## src/rtl/awb_gain_stage.sv

```systemverilog
// awb_gain_stage: per-plane Q(GW-8).8 white-balance gain with rounding and
// saturation, 3-cycle fixed latency, plus per-frame raw channel statistics.
// Gains are double-buffered (shadow -> active on frame start).
module awb_gain_stage #(
  parameter int DW    = 12,
  parameter int GW    = 12,
  parameter int ACC_W = 32,
  parameter int CNT_W = 24
) (
  input  logic             clk,
  input  logic             rstn,
  input  logic             fs,
  input  logic             inpvalid,
  input  logic [DW-1:0]    din0,
  input  logic [DW-1:0]    din1,
  input  logic [DW-1:0]    din2,
  input  logic [GW-1:0]    gain0,
  input  logic [GW-1:0]    gain1,
  input  logic [GW-1:0]    gain2,
  input  logic             gain_wr,
  output logic             outvalid,
  output logic [DW-1:0]    dout0,
  output logic [DW-1:0]    dout1,
  output logic [DW-1:0]    dout2,
  output logic [ACC_W-1:0] sum0,
  output logic [ACC_W-1:0] sum1,
  output logic [ACC_W-1:0] sum2,
  output logic [CNT_W-1:0] pixcnt,
  output logic             stats_valid
);

  localparam int PW = DW + GW;
  localparam logic [GW-1:0] UNITY = GW'(9'h100);

  // Round-half-up by 8 fractional bits, then clamp to the plane maximum.
  function automatic logic [DW-1:0] round_sat(input logic [PW-1:0] p);
    logic [PW:0] r;
    r = ({1'b0, p} + (PW+1)'(9'd128)) >> 8;
    if (r > {{(PW+1-DW){1'b0}}, {DW{1'b1}}}) begin
      round_sat = {DW{1'b1}};
    end else begin
      round_sat = r[DW-1:0];
    end
  endfunction

  // Saturating accumulate of a raw pixel into a statistics accumulator.
  function automatic logic [ACC_W-1:0] sat_acc(input logic [ACC_W-1:0] a,
                                               input logic [DW-1:0] d);
    logic [ACC_W:0] s;
    s = {1'b0, a} + {{(ACC_W+1-DW){1'b0}}, d};
    if (s[ACC_W]) begin
      sat_acc = {ACC_W{1'b1}};
    end else begin
      sat_acc = s[ACC_W-1:0];
    end
  endfunction

  logic [2:0][DW-1:0]    din_s;
  logic [2:0][GW-1:0]    gin_s;
  logic [2:0][GW-1:0]    shadow_r;
  logic [2:0][GW-1:0]    active_r;
  logic [2:0][GW-1:0]    gsel_s;
  logic                  s1_vld_r;
  logic [2:0][DW-1:0]    s1_d_r;
  logic [2:0][GW-1:0]    s1_g_r;
  logic                  s2_vld_r;
  logic [2:0][PW-1:0]    s2_p_r;
  logic [2:0][ACC_W-1:0] acc_r;
  logic [CNT_W-1:0]      cnt_r;

  assign din_s = {din2, din1, din0};
  assign gin_s = {gain2, gain1, gain0};

  // Gain a pixel will use: on frame start it is the value being promoted to
  // active (including a same-cycle write), otherwise the current active gain.
  always_comb begin
    gsel_s = active_r;
    if (fs) begin
      if (gain_wr) begin
        gsel_s = gin_s;
      end else begin
        gsel_s = shadow_r;
      end
    end else begin
      gsel_s = active_r;
    end
  end

  // Shadow/active gain double-buffer.
  always_ff @(posedge clk or negedge rstn) begin
    if (!rstn) begin
      shadow_r <= {3{UNITY}};
      active_r <= {3{UNITY}};
    end else begin
      if (gain_wr) begin
        shadow_r <= gin_s;
      end
      if (fs) begin
        active_r <= gsel_s;
      end
    end
  end

  // Stages 1 and 2: capture pixel with its gain, then form the full product.
  always_ff @(posedge clk or negedge rstn) begin
    if (!rstn) begin
      s1_vld_r <= 1'b0;
      s1_d_r   <= '0;
      s1_g_r   <= '0;
      s2_vld_r <= 1'b0;
      s2_p_r   <= '0;
    end else begin
      s1_vld_r <= inpvalid;
      s2_vld_r <= s1_vld_r;
      if (inpvalid) begin
        s1_d_r <= din_s;
        s1_g_r <= gsel_s;
      end
      if (s1_vld_r) begin
        for (int k = 0; k < 3; k++) begin
          s2_p_r[k] <= PW'(s1_d_r[k]) * PW'(s1_g_r[k]);
        end
      end
    end
  end

  // Stage 3: rounded, saturated outputs; data holds when no pixel emerges.
  always_ff @(posedge clk or negedge rstn) begin
    if (!rstn) begin
      outvalid <= 1'b0;
      dout0    <= '0;
      dout1    <= '0;
      dout2    <= '0;
    end else begin
      outvalid <= s2_vld_r;
      if (s2_vld_r) begin
        dout0 <= round_sat(s2_p_r[0]);
        dout1 <= round_sat(s2_p_r[1]);
        dout2 <= round_sat(s2_p_r[2]);
      end
    end
  end

  // Per-frame raw statistics; a pixel arriving with fs opens the new frame.
  always_ff @(posedge clk or negedge rstn) begin
    if (!rstn) begin
      acc_r       <= '0;
      cnt_r       <= '0;
      sum0        <= '0;
      sum1        <= '0;
      sum2        <= '0;
      pixcnt      <= '0;
      stats_valid <= 1'b0;
    end else begin
      stats_valid <= fs;
      if (fs) begin
        sum0   <= acc_r[0];
        sum1   <= acc_r[1];
        sum2   <= acc_r[2];
        pixcnt <= cnt_r;
        if (inpvalid) begin
          for (int k = 0; k < 3; k++) begin
            acc_r[k] <= ACC_W'(din_s[k]);
          end
          cnt_r <= CNT_W'(1'b1);
        end else begin
          acc_r <= '0;
          cnt_r <= '0;
        end
      end else if (inpvalid) begin
        for (int k = 0; k < 3; k++) begin
          acc_r[k] <= sat_acc(acc_r[k], din_s[k]);
        end
        if (cnt_r != {CNT_W{1'b1}}) begin
          cnt_r <= cnt_r + CNT_W'(1'b1);
        end
      end
    end
  end

endmodule

```

## config.mk

```make
export PLATFORM = sky130hd
export DESIGN_NAME = awb_gain_stage
export DESIGN_NICKNAME = d
export VERILOG_FILES = /design/src/rtl/awb_gain_stage.sv
export SDC_FILE = /design/constraint.sdc
export NUM_CORES = 2
export LEC_CHECK = 0
export CAP_MARGIN = 20
export CORE_ASPECT_RATIO = 1.1
export CORE_MARGIN = 2
export CORE_UTILIZATION = 50
export DETAILED_ROUTE_END_ITERATION = 6
export GPL_TIMING_DRIVEN = 0
export PLACE_DENSITY = 0.72
export SLEW_MARGIN = 5
export SYNTH_ARGS = -nofsm -noshare
export SYNTH_HDL_FRONTEND = slang
export SYNTH_SLANG_ARGS = --single-unit
```

## constraint.sdc

```tcl
create_clock -name clk -period 5.68 [get_ports clk]
set_input_delay 1.704 -clock clk [delete_from_list [all_inputs] [get_ports clk]]
set_output_delay 1.704 -clock clk [all_outputs]
set_load 0.005 [all_outputs]
```

# [Word level (Yosys, flattened, before mapping)]
# Cells that the tools add are included.
[totals] output_inout_bits=158 in_bits=77 ff_bits=496
[op_classes] reduce_logical=3 multipliers=3 eq_ne=1 order_cmp=3 addsub=7 n_mux=15
[ops] operator="$mux W96" count=2
[ops] operator="$add A32 B12 Y33" count=3
[ops] operator="$mux W32" count=3
[ops] operator="$mux W76" count=1
[ops] operator="$add A24 B8 Y25 const B" count=3
[ops] operator="$mul A12 B12 Y24" count=3
[ops] operator="$mux W24" count=3
[ops] operator="$mux W36" count=2
[ops] operator="$gt A17 B12 Y1 const B" count=3
[ops] operator="$mux W12" count=3
[ops] operator="$add A24 B1 Y24 const B" count=1
[ops] operator="$ne A24 B24 Y1 const B" count=1
[ops] operator="$reduce_bool A2 Y1" count=2
[ops] operator="$reduce_and A2 Y1" count=1
[ops] operator="$mux W1" count=1

# [Logic depth before layout (Yosys ltp)]
[logic_depth] word_depth=4 ltp_mapped=21 ltp_nobuf=20

# [Least setup slack after synthesis]
# No wires, ideal clock.
[synth_timing] path_type="flip-flop to flip-flop" start="register s1_d_r[8] (netlist name)" end="register s2_p_r[23] (netlist name)" synth_period_minus_slack_ns=5.325 t_arrival_ns=5.254 slack_ns=0.355 path_stages_with_launch=20 cell_sequence="dfrtp_1 > clkbuf_1 > nand2_1 > fa_1 > fa_1 > inv_1 > fa_1 > fa_1 > inv_1 > fa_1 > inv_1 > ha_1 > a21o_1 > a21oi_1 > o211ai_1 > o21ai_2 > a21oi_1 > or3_1 > or4_1 > nand4_1"
[synth_via] elab_chain_len=1
[synth_lines] item="start: declaration" line_no="64" text="logic [2:0][DW-1:0] s1_d_r;"
[synth_lines] item="start signal: assignment" line_no="116" text="s1_d_r <= din_s;"
[synth_lines] item="$mul A12 B12 Y24" line_no="121" text="s2_p_r[k] <= PW'(s1_d_r[k]) * PW'(s1_g_r[k]);"
[synth_lines] item="end signal: indexed assignment" line_no="121"
[synth_lines] item="end: declaration" line_no="67" text="logic [2:0][PW-1:0] s2_p_r;"
# Every way passes these cells.
# A chain may end at the register's enable or synchronous reset.

# [Final worst setup path]
[layout_timing] start="register s1_g_r[8] (netlist name)" end="register s2_p_r[23] (netlist name)"
[layout_via] elab_chain_len=1
[layout_lines] item="start: declaration" line_no="65" text="logic [2:0][GW-1:0] s1_g_r;"
[layout_lines] item="start signal: assignment" line_no="117" text="s1_g_r <= gsel_s;"
[layout_lines] item="$mul A12 B12 Y24" line_no="121"
# Every way passes these cells.

==> impl_metrics.tcl <==
set metrics [dict create \
    path_buf_inv 5 \
    core_sq_um 69000 \
    cts_max_level 2 \
    reg2reg_slack_ps 170 \
    drtAntennaViolNets 0 \
    cp.required_ps 6240 \
    p_sw_uw 12300 \
    cts_root_buf "clkbuf_16" \
    drt_first_iter_violations 1639 \
    synth_ff_type "dfrtp_1" \
    die_x_um 256 \
    rows 101 \
    placed_cell_area_sq_um 38500 \
    fin_ws_ps 175 \
    fin_util_pct 58.8 \
    p_seq_share_pct 16.4 \
    crit_type "register to register" \
    routed_wl_um 92200 \
    critPathCaptureType "register" \
    initial_core_util_pct 50.6 \
    avgSynthCellArea_sq_um 10.0 \
    fmax_mhz 182 \
    worst_skew_pair.late_latency_ps 640 \
    ir_worst_vdd_uv 713 \
    clk_pin_slew_worst_paths_ps 70 \
    grt_max_degree 112 \
    drive_above_1_share_pct 12.9 \
    cp_top_family "adder cells" \
    status "complete, no violations" \
    p_clk_share_pct 12.5 \
    final_net_count 4359 \
    hold_viol_final 0 \
    syn_nets 4065 \
    min_period_over_period_pct 96.9 \
    max-cap-violations 0 \
    gp_congestion 0.931 \
    synth-seq-cells 475 \
    swShare_pct 44.6 \
    p_int_uw 15300 \
    crit_path_start_kind "register" \
    syn_to_final_growth_pct 16.4 \
    slew_headroom_pct 37.9 \
    cts_tree "built" \
    die_h_um 281 \
    wire_per_inst_um 19.4 \
    vias_per_cell 5.50 \
    finalInstanceArea_sq_um 40600 \
    pre_cts_slack_ps -331 \
    worst_pin_slew_ps 931 \
    grt_pass1_wl_um 148000 \
    clock_sinks 475 \
    path_cells "buf_4 -> and2_1 -> fa_1 -> inv_1 -> fa_1 -> inv_1 -> fa_1 -> fa_1 -> inv_1 -> fa_1 -> inv_1 -> ha_4 -> a21o_1 -> a21oi_2 -> o211ai_1 -> o21ai_2 -> a21oi_1 -> or3_4 -> or4_1 -> nand4_1" \
    dp_hpwl_um 71600 \
    grt_overflow 0 \
    grt_pass1_vias 26779 \
    synth.distinct_cells 91 \
    crit_slowest_cell "fa_1" \
    dieArea_sq_um 71900 \
    drtPass1Iterations 5 \
    cpMostUsedCell "fa_1" \
    finalMaxSlewViolations 0 \
    clockBufferDepth 3 \
    setup_violations 0 \
    cts_made_buffers 51 \
    antenna_found_initial 14 \
    postCtsHoldBufs 0 \
    synth.cell_area_sq_um 34900 \
    async_reset_ff_share_pct 100 \
    num_vias 26051 \
    synth-edff-count 0 \
    skew_ps 41.3 \
    cp_max_fo 10 \
    netlist_instances 3474 \
    hp-class "register to register" \
    slowest_delay_ps 530 \
    power_density_nw_per_um2 680 \
    drc_errors 0 \
    portBuffers 233 \
    synth.yosys.seq_area_share_pct 34.1 \
    finalCriticalPeriod_ps 5510 \
    io_pins 235 \
    grt.total_usage_pct 26.0 \
    yosysWarnings 0 \
    pwr-share-comb_pct 71.1 \
    p_leak_uw 0.0191 \
    arrival_ps 6070 \
]
==> placed cells by master, fill, tap and decap left out, drive strengths merged, types with 19 or more instances in the layout <==
cell / instances
inv: 438
a21o: 24
clkbuf: 174
nor2: 260
nand4: 30
xor2: 49
nand2: 357
ha: 214
nor3: 42
a311oi: 31
o21ai: 88
a21oi: 121
fa: 300
and3: 42
nand3: 69
dfrtp: 469
a31oi: 35
clkdlybuf4s50: 232
a31o: 19
buf: 72
mux2: 254
o21a: 22
xnor2: 60
and2: 184
==> per-layer routing <==
metal  up-vias  track usage, %  wire length, um
met5         -               0              106
met4        16            9.31             3480
met3       192            6.94             7460
met2       800            43.4            43500
met1     12967            32.7            37600
li1      12076               -                -
==> metrics by stage <==
step,hold WS (ps),setup TNS [ps],instances,total power (uW)
6_report,488,0,4739,27600
4_1_cts,488,0,4721,26900
2_1_floorplan,352,0,3474,18900
3_5_place_dp,465,-1600,4638,23100
5_1_grt,505,-8.52,4736,30700
3_3_place_gp,462,-8667600,4634,22800
==> worst register-to-register path, delay by kind of cell (launching register included) <==
family,cells,cell delay [ps]
fa+ha+maj,6,2660
simple gates,4,1120
compound gates,5,780
flops,1,450
buf+inv,5,450
==> power groups by stage <==
| stage | registers [uW] | clock network, uW | logic, uW |
|---|---|---|---|
| after floorplan | 4400 | 0 | 14500 |
| after global placement | 4540 | 0 | 18200 |
| after detailed placement | 4550 | 0 | 18600 |
| after CTS | 4520 | 3520 | 18900 |
| after global routing | 4600 | 3660 | 22500 |
| final | 4530 | 3450 | 19600 |
==> sequential cells by signal (all words and copies together), names as in the netlist, 36 cells and up <==
register	cells
acc_r	96
s2_p_r	51
active_r	36
s1_d_r	36
s1_g_r	36
shadow_r	36
==> area by class of cell <==
cell class	count	area (sq um)
clock buffers	75	1470
plain buffers	149	739
repair buffers	254	2570
multi-input cells	2400	20800
inverters	437	1640
fillers	5927	28400
well taps	927	1160
clock inverters	17	258
flip-flops and latches	475	11900
diodes	5	12.5
==> repair_timing <==
action / 4_1_cts / 5_1_grt
setup endpoints to repair: 10 / 18
resized for setup: 40 / 145
setup buffers: 2 / 15
pin swaps: 2 / 11
==> cells by family (layout without fill, tap and decap cells) <==
kind of cell               after synthesis  count (layout)  synth area share [%]
other                                    0               5                     0
adders and majority gates              514             514                  24.9
DFF                                    475             475                  34.1
and+or+nand+nor                       1072            1072                  14.8
xor gates and xnor gates               109             109                  2.74
buffers and inverters                  599             932                  6.51
AOI/OAI and AO/OA                      444             444                  8.54
muxes                                  261             261                  8.40
==> Yosys cell counts, drive strengths merged, types with 16 or more instances <==
master  instances  area share [%]
a21o           24            0.52
a31oi          35            0.63
o21a           22            0.48
nand4          30            0.56
nor3           42            0.65
a31o           19            0.48
dfrtp         469              34
xnor2          60             1.5
fa            300              17
nand2         357             3.9
nor2          260             2.8
mux2          254             8.2
xor2           49             1.2
clkbuf        141             1.5
inv           436             4.7
and4           17            0.46
and2          184             3.3
a21oi         121             1.7
a311oi         31            0.81
nand3          69            0.99
buf            21            0.29
or3            16            0.30
and3           42            0.75
o21ai          88             1.3
a211oi         17            0.39
ha            214             7.7
==> worst paths after layout <==
path                            from         end  cells past startpoint
setup / recovery           s1_g_r[8]  s2_p_r[23]                     20
hold / removal              dout2[2]    dout2[2]                      1
setup reg to reg           s1_g_r[8]  s2_p_r[23]                     20
hold reg to reg             dout2[2]    dout2[2]                      1
max in group asynchronous       rstn   s1_g_r[3]                      3
min in group asynchronous       rstn   acc_r[49]                      1
(Power assumes the default switching activity.)
